`src/rtl/serial_row_loader.sv`:
```
// ---------------------------------------------------------------------------
// serial_row_loader
//
// Serial-to-row front end for the SGD regression core. One or more LSB-first
// serial lanes are deserialised into WORD_W-bit words; (feat+1) words form a
// row, and every completed row is written once to the training-data memory
// at its row index, for rows 0..data_points.
//
// Ports
//   CLK          clock, all logic on the rising edge
//   RST          synchronous reset, active low
//   START        one-cycle load request, honoured only when not loading
//   feat         highest word index per row (captured at START)
//   data_points  index of the last row (captured at START)
//   S_IN         serial data; lane k carries bit (beat*LANES + k) of a word
//   S_VALID      S_IN qualifier
//   wr_en        one-cycle row write strobe
//   wr_addr      row index of the write (held until the next write)
//   wr_data      assembled row, word j at [j*WORD_W +: WORD_W] (held)
//   busy         high while loading
//   done         high from the final row write until the next START/reset
//   err          sticky protocol error (stray S_VALID or bad feat at START)
// ---------------------------------------------------------------------------
module serial_row_loader #(
    parameter int WORD_W       = 16,
    parameter int MAX_FEATURES = 15,
    parameter int FEAT_W       = 4,
    parameter int ADDR_WIDTH   = 12,
    parameter int LANES        = 1
) (
    input  logic                                 CLK,
    input  logic                                 RST,
    input  logic                                 START,
    input  logic [FEAT_W-1:0]                    feat,
    input  logic [ADDR_WIDTH-1:0]                data_points,
    input  logic [LANES-1:0]                     S_IN,
    input  logic                                 S_VALID,
    output logic                                 wr_en,
    output logic [ADDR_WIDTH-1:0]                wr_addr,
    output logic [WORD_W*(MAX_FEATURES+1)-1:0]   wr_data,
    output logic                                 busy,
    output logic                                 done,
    output logic                                 err
);

    localparam int ROW_W = WORD_W * (MAX_FEATURES + 1);
    localparam int BEATS = WORD_W / LANES;
    localparam int BC_W  = (BEATS > 1) ? $clog2(BEATS) : 1;
    localparam logic [BC_W-1:0] LAST_BEAT = BC_W'(BEATS - 1);

    typedef enum logic [1:0] {
        IDLE,
        LOAD,
        DONE
    } state_t;

    state_t state;
    state_t state_nxt;

    // Captured load parameters
    logic [FEAT_W-1:0]     feat_q;
    logic [ADDR_WIDTH-1:0] last_row_q;

    // Datapath state
    logic [ADDR_WIDTH-1:0] row_cnt;
    logic [BC_W-1:0]       beat_cnt;
    logic [FEAT_W-1:0]     word_idx;
    logic [WORD_W-1:0]     word_sr;
    logic [WORD_W-1:0]     word_nxt;
    logic [ROW_W-1:0]      row_q;
    logic [ROW_W-1:0]      row_merged;

    // Decodes
    logic feat_ok;
    logic start_go;
    logic start_bad;
    logic stray_valid;
    logic beat_en;
    logic word_done;
    logic row_done;
    logic last_row;

    assign feat_ok = (int'(feat) <= MAX_FEATURES);

    // Word shifter input: new lanes enter at the top, so after BEATS beats the
    // first beat has travelled down to bits [LANES-1:0] (LSB first).
    generate
        if (LANES == WORD_W) begin : g_full_lane
            assign word_nxt = S_IN;
        end else begin : g_shift
            assign word_nxt = {S_IN, word_sr[WORD_W-1:LANES]};
        end
    endgenerate

    assign word_done = beat_en && (beat_cnt == LAST_BEAT);
    assign row_done  = word_done && (word_idx == '0);
    assign last_row  = row_done && (row_cnt == last_row_q);

    // Row register with the word being completed this cycle merged into its
    // slot; this is what gets written when word 0 completes.
    always_comb begin
        row_merged = row_q;
        for (int unsigned j = 0; j <= MAX_FEATURES; j++) begin
            if (32'(word_idx) == j) begin
                row_merged[j*WORD_W +: WORD_W] = word_nxt;
            end
        end
    end

    // -----------------------------------------------------------------------
    // FSM: state register
    // -----------------------------------------------------------------------
    always_ff @(posedge CLK) begin
        if (!RST) begin
            state <= IDLE;
        end else begin
            state <= state_nxt;
        end
    end

    // -----------------------------------------------------------------------
    // FSM: next state
    // -----------------------------------------------------------------------
    always_comb begin
        state_nxt = state;
        case (state)
            IDLE, DONE: begin
                if (start_go) begin
                    state_nxt = LOAD;
                end
            end
            LOAD: begin
                if (last_row) begin
                    state_nxt = DONE;
                end
            end
            default: state_nxt = IDLE;
        endcase
    end

    // -----------------------------------------------------------------------
    // FSM: outputs and per-state decodes
    // -----------------------------------------------------------------------
    always_comb begin
        busy        = 1'b0;
        done        = 1'b0;
        start_go    = 1'b0;
        start_bad   = 1'b0;
        stray_valid = 1'b0;
        beat_en     = 1'b0;
        case (state)
            IDLE, DONE: begin
                done        = (state == DONE);
                start_go    = START && feat_ok;
                start_bad   = START && !feat_ok;
                stray_valid = S_VALID;
            end
            LOAD: begin
                busy    = 1'b1;
                beat_en = S_VALID;
            end
            default: ;
        endcase
    end

    // -----------------------------------------------------------------------
    // Datapath: deserialiser, row assembly and write port
    // -----------------------------------------------------------------------
    always_ff @(posedge CLK) begin
        if (!RST) begin
            feat_q     <= '0;
            last_row_q <= '0;
            row_cnt    <= '0;
            beat_cnt   <= '0;
            word_idx   <= '0;
            word_sr    <= '0;
            row_q      <= '0;
            wr_en      <= 1'b0;
            wr_addr    <= '0;
            wr_data    <= '0;
        end else begin
            wr_en <= 1'b0;
            if (start_go) begin
                feat_q     <= feat;
                last_row_q <= data_points;
                row_cnt    <= '0;
                beat_cnt   <= '0;
                word_idx   <= feat;
                word_sr    <= '0;
                row_q      <= '0;
            end else if (beat_en) begin
                word_sr <= word_nxt;
                if (word_done) begin
                    beat_cnt <= '0;
                    if (row_done) begin
                        // Row leaves for memory and the next row starts empty
                        // in the same cycle, so back-to-back beats never stall.
                        wr_en    <= 1'b1;
                        wr_addr  <= row_cnt;
                        wr_data  <= row_merged;
                        row_q    <= '0;
                        word_idx <= feat_q;
                        if (!last_row) begin
                            row_cnt <= row_cnt + 1'b1;
                        end
                    end else begin
                        row_q    <= row_merged;
                        word_idx <= word_idx - 1'b1;
                    end
                end else begin
                    beat_cnt <= beat_cnt + 1'b1;
                end
            end
        end
    end

    // Sticky error: set wins over a same-cycle valid START.
    always_ff @(posedge CLK) begin
        if (!RST) begin
            err <= 1'b0;
        end else if (stray_valid || start_bad) begin
            err <= 1'b1;
        end else if (start_go) begin
            err <= 1'b0;
        end
    end

endmodule

```
`config.mk`:
```
export PLATFORM = sky130hd
export DESIGN_NAME = serial_row_loader
export DESIGN_NICKNAME = d
export VERILOG_FILES = /design/src/rtl/serial_row_loader.sv
export SDC_FILE = /design/constraint.sdc
export NUM_CORES = 1
export LEC_CHECK = 0
export CAP_MARGIN = 20
export CORE_MARGIN = 10
export CORE_UTILIZATION = 25
export CTS_CLUSTER_DIAMETER = 150
export DETAILED_ROUTE_END_ITERATION = 16
export GPL_ROUTABILITY_DRIVEN = 0
export PLACE_DENSITY = 0.39
export SYNTH_ARGS = -nofsm -noshare
export SYNTH_HDL_FRONTEND = slang
export SYNTH_SLANG_ARGS = --single-unit
```
`constraint.sdc`:
```
create_clock -name CLK -period 3.1 [get_ports CLK]
set_clock_uncertainty 0.05 [all_clocks]
set_input_delay 0.62 -clock CLK [delete_from_list [all_inputs] [get_ports CLK]]
set_output_delay 0.62 -clock CLK [all_outputs]
set_load 0.05 [all_outputs]
```
==> metrics.txt <==
Setup CP Type reg2out; DIE AREA 97300 µm²; VDD IR max 0.312 mV; Net count, final 2545; Max Root-Sink Buffers 3; initial DRC count 1112; Most used DFF post-synth dfxtp_1; largest net degree at the start of global routing 187; post-synth cell types 44; vias per cell 4.79; commonest non-fill, non-tap cell in the layout dfxtp_1; Worst Path Buf+Inv 1; Final Non-Filler Cells 3705; crit path from state[0]; Seq/Total Area, Yosys 52.9%; vias in the first global route 17.3k; synthesized area 21300 µm²; # DRC 0; Core ar. 84100 µm²; setup ws final 0.206 ns; Setup crit end kind primary output; TritonRoute pass-1 iters 5; fmax 0.346 GHz; # clock sinks 563; switching share of total power 22.7%; Area contributors post-synth dfxtp_1 (53%), a22o_1 (9.9%), nand2_1 (6.8%); first-pass GRT wire length 118 mm; routed vias 17.8k; WL final 80.1 mm; Crit-path slowest cell clkdlybuf4s50_1; IO Pins 293; Placement Setup Slack -0.0291 ns; remaining antenna violation count 0; Die Ht 312 µm; Slew @ Worst Pin 1.24 ns; commonest cells after routing, fill and taps aside dfxtp_1 (548), nand2_1 (384), clkdlybuf4s50_1 (291), nor2_1 (257), a22o_1 (240); die width 312 µm; Startpoint Class register; syn_nets 2298; status finished, final reports clean; Switch Pwr 3.61 mW; Hold WS 0.405 ns; CTS H-Tree Depth 3; crit path time final 2.89 ns; Clk pwr share 51.2%; critical path's largest stage delay 0.86 ns; RSZ-0062 raised after global routing no; Fin. Hold Viols 0; DR WL/cell 21.6 µm; Ant. Diodes 0; Avg Inst Size Synth 9.38 µm²; setup repair bufs after CTS 0; flops & latches, synth 563; Flop pwr share 45.8%; total gr overflow 0; Slew Limit Fails 0; Area growth syn-to-layout 32.1%; hold buffer count at CTS 0; Worst EP arrival 2.22 ns; CTS-repair resized insts 0; crit-path max FO 7; Num CTS Buffers 70; Final period util 93.3%; GRT Total Usage 15.8%; P_int 12.3 mW; fraction of layout cells with a size suffix above 1 10.4%; crit-path leading delay family buffers and inverters; pwr/cell area 565 nW/µm²; slew margin rel. 17.1%; Post-synth EDFFs 0; # Max-Cap Violations 0; placed insts 3572; CP required 2.43 ns; root buffer cell clkbuf_16; final setup fails 0; clock-pin slew on the worst setup and hold paths 0.06 ns; ys async rst share 0%; initial antenna violation count 0; proportion of power drawn by combinational gates 3.0%; leakage 9.57 nW; worst skew pair latency 0.61 ns; cell taking the most area after synthesis dfxtp_1; Post-Syn Instances 2271; clock tree from TritonCTS built; initial core utilization 25.3%; row cnt 106; hold_sp wr_addr[5]; min-delay worst type reg2reg; post-synth top area share 52.9%; reg2reg start word_idx[0]; port bufs 292; HPWL Detailed 52.8 mm; Synth Warn # 0; CP Cell Sequence nor2b_1 -> clkdlybuf4s50_1
stage by stage:
step           cell area (µm²)  setup TNS [ns]  total power [mW]  util [%]
2_1_floorplan            21300               0              7.72         -
3_5_place_dp             25800          -0.317              7.91      30.6
3_3_place_gp             25700           -1.67              7.90      30.6
4_1_cts                  28100               0              16.1      33.4
5_1_grt                  28100               0              16.5      33.5
6_report                 28100               0              15.9      33.5
layer usage:
layer	vias up	wire, µm	GRT usage [%]
li1	8630	-	-
met1	8628	37900	21.2
met2	408	36500	25.3
met3	92	4190	3.54
met4	0	1540	4.23
met5	-	0	0
state kept, by name (all words and copies together) (netlist names), 2 cells and up:
| signal | flops |
|---|---|
| row_cnt | 12 |
| state | 2 |
| last_row_q | 12 |
| row_q | 240 |
| feat_q | 4 |
| word_idx | 4 |
| wr_data | 256 |
| beat_cnt | 4 |
| wr_addr | 12 |
| word_sr | 15 |
cell usage after synthesis, types with 4 or more instances:
| library cell | instances |
|---|---|
| or3_1 | 5 |
| a211oi_1 | 113 |
| and4_1 | 4 |
| a21oi_1 | 78 |
| o21ai_0 | 6 |
| or4_1 | 4 |
| ha_1 | 6 |
| inv_1 | 10 |
| buf_2 | 57 |
| o21ai_1 | 16 |
| xor2_1 | 4 |
| nand2_1 | 384 |
| a22o_1 | 240 |
| xnor2_1 | 12 |
| a311oi_1 | 128 |
| nor2_2 | 10 |
| nor3_1 | 4 |
| nor2_1 | 257 |
| buf_1 | 11 |
| buf_4 | 11 |
| nand4_1 | 6 |
| nor2b_1 | 6 |
| clkbuf_1 | 159 |
| mux2i_1 | 112 |
| clkinv_1 | 7 |
| o31ai_1 | 4 |
| and3_1 | 4 |
| dfxtp_1 | 563 |
| nand3_1 | 27 |
worst paths after layout:
kind              cells after the start      endpoint  slack (ns)
setup / recovery                      2          busy        0.21
hold / removal                        2    wr_addr[5]        0.40
setup reg to reg                      9  wr_data[152]        0.40
hold reg to reg                       2    wr_addr[5]        0.40
cell families after synthesis:
kind of cell | after synthesis | share of synthesized area (%)
AO/OA/AOI/OAI | 595 | 22.0
XOR/XNOR | 16 | 0.658
adder cells (fa/ha/maj) | 6 | 0.353
multiplexers | 112 | 5.26
AND/OR/NAND/NOR | 724 | 13.8
flip-flops | 563 | 52.9
buffers and inverters | 255 | 5.02
power groups by stage:
stage	Sequential, mW	Clock, mW	Combinational [mW]
floorplan	7.43	0	0.288
global placement	7.43	0	0.465
detailed placement	7.43	0	0.475
CTS	7.28	8.37	0.476
global route	7.27	8.67	0.522
finish	7.28	8.13	0.477
cell type report:
class,count,area (µm²)
inverters,17,71.3
multi-input cells,1453,8970
well taps,1134,1420
repair buffers,413,4080
clock buffers,108,2160
flip-flops and latches,563,11300
fillers,8658,56000
clock inverters,17,148
tightest hold or removal path: cells and delay by family, from the launching register on:
kind               cells  cell delay, ns
AOI/OAI and AO/OA      1            0.05
DFF                    1            0.31
and+or+nand+nor        1            0.05
Power figures use the tool's default switching activity.
